--- src/rtl/mac8_fu.sv ---
// mac8_fu: signed 4-lane int8 dot-product multiply-accumulate FU, two pipeline stages.
// Define MAC8_SAT_EN to make MAC8_ACC saturate instead of wrapping.
package mac8_fu_pkg;
  localparam int unsigned XLEN = 64;
  localparam int unsigned TRANS_ID_BITS = 3;
  typedef enum logic [3:0] {NONE, ALU, MULT, MAC8} fu_t;
  typedef enum logic [7:0] {ADD, SUB, MAC8_INIT, MAC8_ACC} fu_op;
  typedef struct packed {
    fu_t                      fu;
    fu_op                     operation;
    logic [XLEN-1:0]          operand_a;
    logic [XLEN-1:0]          operand_b;
    logic [XLEN-1:0]          imm;
    logic [TRANS_ID_BITS-1:0] trans_id;
  } fu_data_t;
  typedef struct packed {
    logic [XLEN-1:0] cause;
    logic [XLEN-1:0] tval;
    logic            valid;
  } exception_t;
endpackage

module mac8_fu
  import mac8_fu_pkg::*;
(
  input  logic                     clk_i,
  input  logic                     rst_ni,
  input  logic                     mac8_FU_valid_i,
  input  fu_data_t                 fu_data_i,
  output logic [31:0]              mac8_FU_result_o,
  output logic                     mac8_FU_valid_o,
  output logic                     mac8_FU_ready_o,
  output logic [TRANS_ID_BITS-1:0] mac8_FU_trans_id_o,
  output exception_t               mac8_FU_exception_o
);
  logic signed [15:0] p_d [4];
  logic signed [15:0] p_q [4];
  fu_op op_q;
  logic [TRANS_ID_BITS-1:0] tid_q;
  logic v1;
  logic signed [17:0] dot;
  logic [31:0] acc, acc_d, dext, sum, acc_add;
  logic unused_ok;
  for (genvar i = 0; i < 4; i++) begin : g_lane
    assign p_d[i] = 16'($signed(fu_data_i.operand_a[8*i+:8])) * 16'($signed(fu_data_i.operand_b[8*i+:8]));
  end
  assign dot = 18'(p_q[0]) + 18'(p_q[1]) + 18'(p_q[2]) + 18'(p_q[3]);
  assign dext = 32'(dot);
  assign sum = acc + dext;
`ifdef MAC8_SAT_EN
  // same-sign operands giving a different-sign sum clamp toward the operands' sign
  assign acc_add = (acc[31] == dext[31] && sum[31] != acc[31]) ? {acc[31], {31{~acc[31]}}} : sum;
`else
  assign acc_add = sum;
`endif
  assign acc_d = op_q == MAC8_INIT ? dext : op_q == MAC8_ACC ? acc_add : acc;
  always_ff @(posedge clk_i or negedge rst_ni) begin
    if (!rst_ni) begin
      v1 <= 1'b0;
      op_q <= ADD;
      tid_q <= '0;
      p_q <= '{default: '0};
    end else begin
      v1 <= mac8_FU_valid_i;
      if (mac8_FU_valid_i) begin
        p_q <= p_d;
        op_q <= fu_data_i.operation;
        tid_q <= fu_data_i.trans_id;
      end
    end
  end
  // the result port is the accumulator itself: it only moves when an op completes
  always_ff @(posedge clk_i or negedge rst_ni) begin
    if (!rst_ni) begin
      mac8_FU_valid_o <= 1'b0;
      acc <= '0;
      mac8_FU_trans_id_o <= '0;
    end else begin
      mac8_FU_valid_o <= v1;
      if (v1) begin
        acc <= acc_d;
        mac8_FU_trans_id_o <= tid_q;
      end
    end
  end
  assign mac8_FU_result_o = acc;
  assign mac8_FU_ready_o = rst_ni;
  assign mac8_FU_exception_o = '0;
  assign unused_ok = ^{fu_data_i.fu, fu_data_i.operand_a[63:32], fu_data_i.operand_b[63:32], fu_data_i.imm};
endmodule

--- config.mk ---
export PLATFORM = sky130hd
export DESIGN_NAME = mac8_fu
export DESIGN_NICKNAME = d
export VERILOG_FILES = /design/src/rtl/mac8_fu.sv
export SDC_FILE = /design/constraint.sdc
export NUM_CORES = 1
export LEC_CHECK = 0
export CORE_MARGIN = 2
export CORE_UTILIZATION = 25
export DETAILED_ROUTE_END_ITERATION = 7
export HOLD_SLACK_MARGIN = 0.08
export PLACE_DENSITY = 0.55
export SYNTH_ARGS = -nofsm -noshare
export SYNTH_HDL_FRONTEND = slang
export SYNTH_SLANG_ARGS = --single-unit
--- constraint.sdc ---
create_clock -name clk_i -period 15.3 [get_ports clk_i]
set_input_delay 3.825 -clock clk_i [delete_from_list [all_inputs] [get_ports clk_i]]
set_output_delay 3.825 -clock clk_i [all_outputs]
set_load 0.02 [all_outputs]
# Word level (Yosys, flattened, before mapping)
# Index checks and enable logic that the tools add are counted.
# word_totals
regBits	112
out_inout_bits	166
word_cells	24
# classes
addsub	4
n_mul	4
eq_ne	2
mux	2
n_reduce_logical	2
# op_table
operator	n
$mul A8 B8 Y16	4
$mux W32	2
$add A32 B32 Y32	1
$add A17 B16 Y18	1
$add A18 B16 Y18	1
$add A16 B16 Y17	1
$eq A8 B2 Y1 const B	2
$reduce_and A2 Y1	1
$reduce_bool A2 Y1	1

# Longest topological paths before layout
# Gate-level depths: netlist (run 1).
# depth
word_depth	6
ltp_mapped	24
depth_no_buf	23

# Worst setup path after synthesis (run 1)
# Ideal clock, no wire load.
# synth_timing
path_type	input -> register
start	in fu_data_i[73] (netlist name)
end	reg p_q[62] (netlist name)
setup_ps	120
t_arrival_ps	7846
required_time_ps	15180
slack_ps	7334
stages	16
path_buffers	1
path_cell_list	clkbuf_1 > nand2_1 > fa_1 > fa_1 > inv_1 > fa_1 > fa_1 > ha_1 > o21ai_0 > a21boi_0 > o21ai_0 > a21oi_1 > o21ai_0 > a211oi_1 > or3_1 > a31o_2
# synth_between
elab_chain_cells	1
# synth_lines
element	line	rtl
from (decl)	29	input fu_data_t fu_data_i,
$mul A8 B8 Y16	45	assign p_d[i] = 16'($signed(fu_data_i.operand_a[8*i+:8])) * 16'($signed(fu_data_i.operand_b[8*i+:8]));
to (signal assigned)	66	p_q <= p_d;
to (decl)	37	logic signed [15:0] p_q [4];
# No other way between the ends.
# A chain may end at the register's enable or synchronous reset.

# Worst setup path in the final report (run 1)
# layout_timing
start	in rst_ni
end	out mac8_FU_ready_o
# layout_lines
element	line	rtl
from (decl)	27	input logic rst_ni,
to (decl)	32	output logic mac8_FU_ready_o,
# No word-level cell between the ends.

==> results.rst, run 1 <==
.. list-table::
   :header-rows: 1

   * - Metric
     - Value
   * - Run status
     - finished clean
   * - Cell Chain, Critical Path
     - buf_4, clkdlybuf4s50_1
   * - Clk Latency, worst-skew pair
     - 370 ps
   * - Cts bufs inserted
     - 9
   * - Capture point of the worst path
     - mac8_FU_ready_o
   * - Core Footprint
     - 71,500 um2
   * - Via count of the first global-routing pass
     - 12,782
   * - Clock root buffer
     - clkbuf_16
   * - Clock slew at reported path FFs
     - 70 ps
   * - Worst relative slew slack
     - 0.405
   * - Final routed wire length divided by cell count
     - 12.8 um
   * - Endpoint of the lowest-slack register-to-register path
     - mac8_FU_result_o[29]
   * - Signal arrival time at the worst endpoint
     - 5250 ps
   * - Share of synthesized area occupied by flip-flops and latches
     - 0.155
   * - Crit-path max cell delay
     - 750 ps
   * - Count of hold buffers inserted by post-cts repair
     - 0
   * - Instance count on the critical path
     - 2
   * - R2R depth
     - 24
   * - Tot GR Track Use
     - 0.109
   * - Area of the mapped netlist
     - 18,100 um2
   * - Met3 usage in global routing
     - 0.0153
   * - Die outline height
     - 273 um
   * - Biggest fanout along the worst timing path
     - 66
   * - Placer Congestion
     - 0.806
   * - Count of vias placed by the detailed router
     - 12,472
   * - Syn Inst Count
     - 2,000
   * - Final hold violation count
     - 0
   * - Wire length of the first global-routing pass
     - 65.9 mm
   * - Routed Wire Length
     - 39.1 mm
   * - Class of the most critical hold timing path
     - reg2reg
   * - Crit-path slowest cell
     - clkdlybuf4s50_1
   * - Cell family with the largest share of critical-path delay
     - buffers and inverters
   * - Number of fill cells in the layout
     - 7,679
   * - Number of max-slew violations in the final report
     - 0
   * - Flip-flop and latch count after synthesis
     - 112
   * - H-Tree Level Count
     - 3
   * - Total I/O pin count
     - 376
   * - Maximum number of pins on one net before global-route repair
     - 93
   * - Die footprint
     - 74,500 um2
   * - Remaining global-route overflow
     - 0
   * - Number of iterations in the first detailed-routing pass
     - 5
   * - CTS tree
     - yes
   * - Post-synthesis area per instance
     - 9.04 um2
   * - Final setup vio count
     - 0
   * - Met1 Track Usage GR
     - 0.142
   * - CP bufs+invs
     - 2
   * - TNS Setup
     - 0 ps
   * - Clock tree skew after final layout
     - 13.2 ps
   * - Count of cell types in the netlist
     - 69
   * - CTS Sinks
     - 112
   * - Most congested layer reported by global routing
     - met2
   * - Fmax
     - 110 MHz
   * - Endpoint required time on the critical path
     - 11,480 ps
   * - Layout overhead on the synthesized area
     - 11.5%
   * - Worst Path Class, Setup
     - in2out
   * - Final Critical Period
     - 9070 ps
   * - Proportion of register bits with asynchronous set or reset after synthesis
     - 1.00
   * - Ratio of cells with drive above 1 in the final layout
     - 0.0324
   * - Number of antenna violations at the first check in global routing
     - 0
   * - Mean number of vias per cell
     - 4.09
   * - Maxcap violations
     - 0
   * - Horizontal extent of the die
     - 273 um
   * - Warnings from Yosys
     - 0
   * - Number of antenna-violating nets in the routed design
     - 0
   * - Starting utilization of the core area
     - 0.253
   * - Max clock buf depth
     - 2
   * - Buffers added on ports
     - 114
   * - Number of enable-type register cells in the synthesized netlist
     - 0
   * - Tightest Pin Transition
     - 893 ps
   * - Period utilisation layout
     - 0.593
   * - Type of origin of the critical path
     - input port
   * - Number of instances resized during post-cts repair
     - 0
   * - Met2 Resource Use GR
     - 0.193
   * - Post-detailed-placement half-perimeter wirelength
     - 33.1 mm
   * - Layout Nets
     - 2,730
   * - Critical Path End Type
     - primary output
   * - Worst r2r src
     - p_q[17]
   * - Top flip-flop cell by instance count after synthesis
     - dfrtp_1
   * - Drt initial violations
     - 627
   * - Setup repair after global routing missed its margin
     - no
   * - Number of core rows
     - 98
   * - Reg-to-reg slack, setup
     - 9520 ps
   * - # diodes
     - 0
   * - Post-CTS setup repair buffer count
     - 0
   * - Number of design rule violations left after detail routing
     - 0
   * - Critical path startpoint
     - rst_ni
==> stage by stage <==
stage          cell area [um2]  setup slack, ps   util  instances  hold WS [ps]
6_report                 20100             6230  0.282       3052           506
5_1_grt                  20100             6050  0.282       3052           518
4_1_cts                  20100             6130  0.282       3052           513
3_5_place_dp             19800             6130  0.277       3036           495
3_3_place_gp             19800             6140  0.277       3036           488
2_1_floorplan            18600             7330      -       2128           446
==> how the worst min path moves through the flow <==
stage / to / slack [ps] / cells past startpoint / startpoint
floorplan: mac8_FU_valid_o / 450 / 0 / v1
global placement: op_q[1] / 490 / 1 / op_q[1]
detailed placement: tid_q[1] / 490 / 1 / tid_q[1]
CTS: tid_q[1] / 510 / 1 / tid_q[1]
global route: mac8_FU_trans_id_o[2] / 520 / 1 / mac8_FU_trans_id_o[2]
finish: tid_q[0] / 510 / 1 / tid_q[0]
==> cells in the final DEF, fill, tap and decap left out, types with 76 or more instances in the layout <==
master and n:
inv_1 364, o21ai_0 97, ha_1 169, xnor2_1 76, nor2_1 84, fa_1 254, dfrtp_1 112, and2_1 144
clkdlybuf4s50_1 112, nand2_1 174, conb_1 129, a21oi_1 76
==> flip-flops by register name (all words and copies together), names as in the netlist <==
register	count
mac8_FU_result_o	32
mac8_FU_trans_id_o	3
mac8_FU_valid_o	1
op_q	8
p_q	64
tid_q	3
v1	1
==> cells in the mapped netlist (all sizes together), types with 3 or more instances <==
| cell | n | area share |
|---|---|---|
| and3 | 8 | 0.0030 |
| ha | 169 | 0.12 |
| nor2 | 86 | 0.018 |
| xnor2 | 77 | 0.038 |
| mux2 | 15 | 0.0093 |
| a21boi | 9 | 0.0037 |
| o21a | 10 | 0.0042 |
| nor2b | 7 | 0.0024 |
| nand3 | 23 | 0.0066 |
| nand2 | 174 | 0.036 |
| a221o | 5 | 0.0028 |
| clkbuf | 31 | 0.0064 |
| nand2b | 38 | 0.013 |
| dfrtp | 112 | 0.16 |
| xor2 | 16 | 0.0078 |
| o211ai | 3 | 0.0015 |
| a211oi | 15 | 0.0072 |
| and2 | 145 | 0.050 |
| or2 | 7 | 0.0024 |
| a21o | 17 | 0.0071 |
| or3 | 7 | 0.0027 |
| nor4 | 4 | 0.0014 |
| a31o | 4 | 0.0019 |
| a21oi | 76 | 0.021 |
| inv | 364 | 0.076 |
| nor3 | 17 | 0.0047 |
| buf | 130 | 0.054 |
| fa | 254 | 0.28 |
| o2111ai | 3 | 0.0028 |
| mux2i | 14 | 0.0078 |
| a31oi | 11 | 0.0038 |
| o22ai | 3 | 0.0010 |
| o21bai | 8 | 0.0033 |
| and4 | 3 | 0.0015 |
| nand3b | 7 | 0.0029 |
| o21ai | 101 | 0.028 |
==> area by class of cell <==
cell class	count	area [um2]	share of cell area
clock buffers	11	253	0.0125
flip-flops and latches	112	2800	0.139
multi-input cells	1491	13300	0.660
clock inverters	5	63.8	0.00317
repair buffers	119	1170	0.0583
well taps	950	1190	0.0590
inverters	364	1370	0.0678
==> kinds of logic (layout without fill, tap and decap cells) <==
group           after synthesis  after routing  share of synthesized area
compound gates              285            285                     0.0996
mux                          29             29                     0.0171
xor+xnor                     93             93                     0.0455
other cells                   1            129                   0.000207
fa+ha+maj                   423            423                      0.398
buf+inv                     525            499                      0.136
simple gates                532            532                      0.148
flops                       112            112                      0.155
==> routing by layer <==
layer  routed length, um  vias to the layer above
li1                    -                     6250
met4                 317                        0
met1               17800                     6054
met2               19800                      146
met5                   0                        -
met3                1140                       22
Power of run 1 is not shown: default switching activity piles up to over one toggle a cycle in this logic, so the estimate is an artifact.
==> run 2: changes to the inputs <==
--- a/config.mk
+++ b/config.mk
@@ -9,7 +9,7 @@
 export CORE_UTILIZATION = 25
 export DETAILED_ROUTE_END_ITERATION = 7
 export HOLD_SLACK_MARGIN = 0.08
-export PLACE_DENSITY = 0.55
+export PLACE_DENSITY = 0.56
 export SYNTH_ARGS = -nofsm -noshare
 export SYNTH_HDL_FRONTEND = slang
 export SYNTH_SLANG_ARGS = --single-unit
==> constraint.sdc (replaced) <==
create_clock -name clk_i -period 8.15 [get_ports clk_i]
set_input_delay 2.0375 -clock clk_i [delete_from_list [all_inputs] [get_ports clk_i]]
set_output_delay 2.0375 -clock clk_i [all_outputs]
set_load 0.02 [all_outputs]
==> results.rst, run 2 (synthesis results as in run 1) <==
.. list-table::
   :header-rows: 1

   * - Metric
     - Value
   * - Final routed wire length divided by cell count
     - 12.8 um (-0.29%)
   * - Count of vias placed by the detailed router
     - 12,541 (+0.55%)
   * - Cell Chain, Critical Path
     - clkdlybuf4s50_1, and2_1, fa_1, inv_1, fa_1, inv_1, fa_1, inv_1, fa_1, inv_1, ha_1, o21ai_0, a21boi_0, o21ai_0, a21oi_1, o21ai_0, a211oi_1, or3_1, a31o_2
   * - Capture point of the worst path
     - p_q[14]
   * - Horizontal extent of the die
     - 273 um (unchanged)
   * - TNS Setup
     - 0 ps (unchanged)
   * - Critical path startpoint
     - fu_data_i[91]
   * - Fmax
     - 148 MHz
   * - Crit-path max cell delay
     - 570 ps (-180 ps)
   * - Most frequent cells in the layout
     - inv_1 (364), fa_1 (254), nand2_1 (174)
   * - Instance count on the critical path
     - 19 (+17)
   * - Number of antenna violations at the first check in global routing
     - 0 (unchanged)
   * - Number of core rows
     - 98 (unchanged)
   * - Type of origin of the critical path
     - input port
   * - Starting utilization of the core area
     - 0.253 (unchanged)
   * - CTS Sinks
     - 112 (unchanged)
   * - Layout overhead on the synthesized area
     - 11.2%
   * - Cts bufs inserted
     - 9 (unchanged)
   * - Most common library cell in the layout ignoring fill and taps
     - inv_1
   * - Critical Path End Type
     - register
   * - Tightest Pin Transition
     - 984 ps (+90.9 ps)
   * - Total I/O pin count
     - 376 (unchanged)
   * - Run status
     - finished clean
   * - Number of iterations in the first detailed-routing pass
     - 5 (unchanged)
   * - Core Footprint
     - 71,500 um2 (unchanged)
   * - Post-CTS setup repair buffer count
     - 0 (unchanged)
   * - Number of instances resized during post-cts repair
     - 0 (unchanged)
   * - Biggest fanout along the worst timing path
     - 8 (-88%)
   * - Largest Register
     - p_q
   * - Period utilisation layout
     - 0.831
   * - Cell family with the largest share of critical-path delay
     - adder cells
   * - R2R depth
     - 23 (-4.2%)
   * - Number of antenna-violating nets in the routed design
     - 0 (unchanged)
   * - Ratio of cells with drive above 1 in the final layout
     - 0.0314 (-0.000951)
   * - Maximum number of pins on one net before global-route repair
     - 83 (-11%)
   * - Tot GR Track Use
     - 0.108 (-0.000507)
   * - # diodes
     - 0 (unchanged)
   * - Hold path startpoint
     - tid_q[0]
   * - Signal arrival time at the worst endpoint
     - 7030 ps (+1780 ps)
   * - Number of max-slew violations in the final report
     - 0 (unchanged)
   * - Reg-to-reg slack, setup
     - 2270 ps (-7250 ps)
   * - Drt initial violations
     - 615 (-1.9%)
   * - Final hold violation count
     - 0 (unchanged)
   * - Via count of the first global-routing pass
     - 12,685 (-0.76%)
   * - Placer Congestion
     - 0.792 (-1.7%)
   * - Number of design rule violations left after detail routing
     - 0 (unchanged)
   * - CTS tree
     - yes
   * - Final Critical Period
     - 6770 ps
   * - Worst r2r src
     - p_q[17]
   * - Clock slew at reported path FFs
     - 80 ps (about the same)
   * - Number of fill cells in the layout
     - 7,654 (-0.33%)
   * - Clock root buffer
     - clkbuf_16
   * - Routed Wire Length
     - 39.0 mm (-0.29%)
   * - Clk Latency, worst-skew pair
     - 360 ps (about the same)
   * - CP bufs+invs
     - 5 (+3)
   * - Final setup vio count
     - 0 (unchanged)
   * - Die footprint
     - 74,500 um2 (unchanged)
   * - Max clock buf depth
     - 2 (unchanged)
   * - Wire length of the first global-routing pass
     - 65.9 mm (about the same)
   * - Layout Nets
     - 2,730 (unchanged)
   * - Worst Path Class, Setup
     - in2reg
   * - Die outline height
     - 273 um (unchanged)
   * - Mean number of vias per cell
     - 4.11 (+0.55%)
   * - Crit-path slowest cell
     - clkdlybuf4s50_1
   * - Class of the most critical hold timing path
     - reg2reg
   * - Setup repair after global routing missed its margin
     - no
   * - H-Tree Level Count
     - 3 (unchanged)
   * - Remaining global-route overflow
     - 0 (unchanged)
   * - Clock tree skew after final layout
     - 7.38 ps (-5.79 ps)
   * - Flip-flop count of the largest register, all copies and words added
     - 64 (unchanged)
   * - Post-detailed-placement half-perimeter wirelength
     - 33.2 mm (+0.43%)
   * - Maxcap violations
     - 0 (unchanged)
   * - Endpoint required time on the critical path
     - 8410 ps (-3070 ps)
   * - Worst relative slew slack
     - 0.344 (-0.0606)
   * - Endpoint of the lowest-slack register-to-register path
     - mac8_FU_result_o[29]
   * - Count of hold buffers inserted by post-cts repair
     - 0 (unchanged)
   * - Buffers added on ports
     - 114 (unchanged)
==> run 2: changes by cell type in the layout (fill, tap and decap cells not counted), sizes merged <==
cell,before,now
clkbuf,11,12
clkinv,2,3
bufinv,1,0
inv,365,364
==> run 2: stage by stage <==
step           hold slack, ps  cells   util  cell area, um2  setup WS (ps)
2_1_floorplan             446   2128      -           18600           1970
3_3_place_gp              485   3036  0.277           19800           1050
6_report                  504   3052  0.281           20100           1380
3_5_place_dp              489   3036  0.277           19800           1040
5_1_grt                   519   3052  0.281           20100           1000
4_1_cts                   508   3052  0.281           20100           1420
==> run 2: layout make-up <==
| type | instances | area, um2 | share of cell area |
|---|---|---|---|
| multi-input combinational | 1491 | 13300 | 0.661 |
| sequential | 112 | 2800 | 0.139 |
| inverter | 364 | 1370 | 0.0680 |
| tap | 950 | 1190 | 0.0591 |
| timing repair buffer | 119 | 1170 | 0.0584 |
| clock buffer | 12 | 246 | 0.0123 |
| clock inverter | 4 | 30.0 | 0.00149 |
==> run 2: worst min path at each step <==
stage | endpoint | slack, ps | cells after the start
global route | tid_q[2] | 520 | 1
floorplan | mac8_FU_valid_o | 450 | 0
global placement | mac8_FU_trans_id_o[0] | 480 | 1
detailed placement | mac8_FU_trans_id_o[0] | 490 | 1
finish | mac8_FU_trans_id_o[0] | 500 | 1
CTS | mac8_FU_trans_id_o[0] | 510 | 1
==> run 2: layer usage <==
layer  vias up  track usage  routed length, um
met5         -            0                  0
met4         0       0.0215                597
met3        28       0.0133                973
met2       153        0.187              19500
met1      6126        0.145              17900
li1       6234            -                  -
Power of run 2 is left out for the same reason.
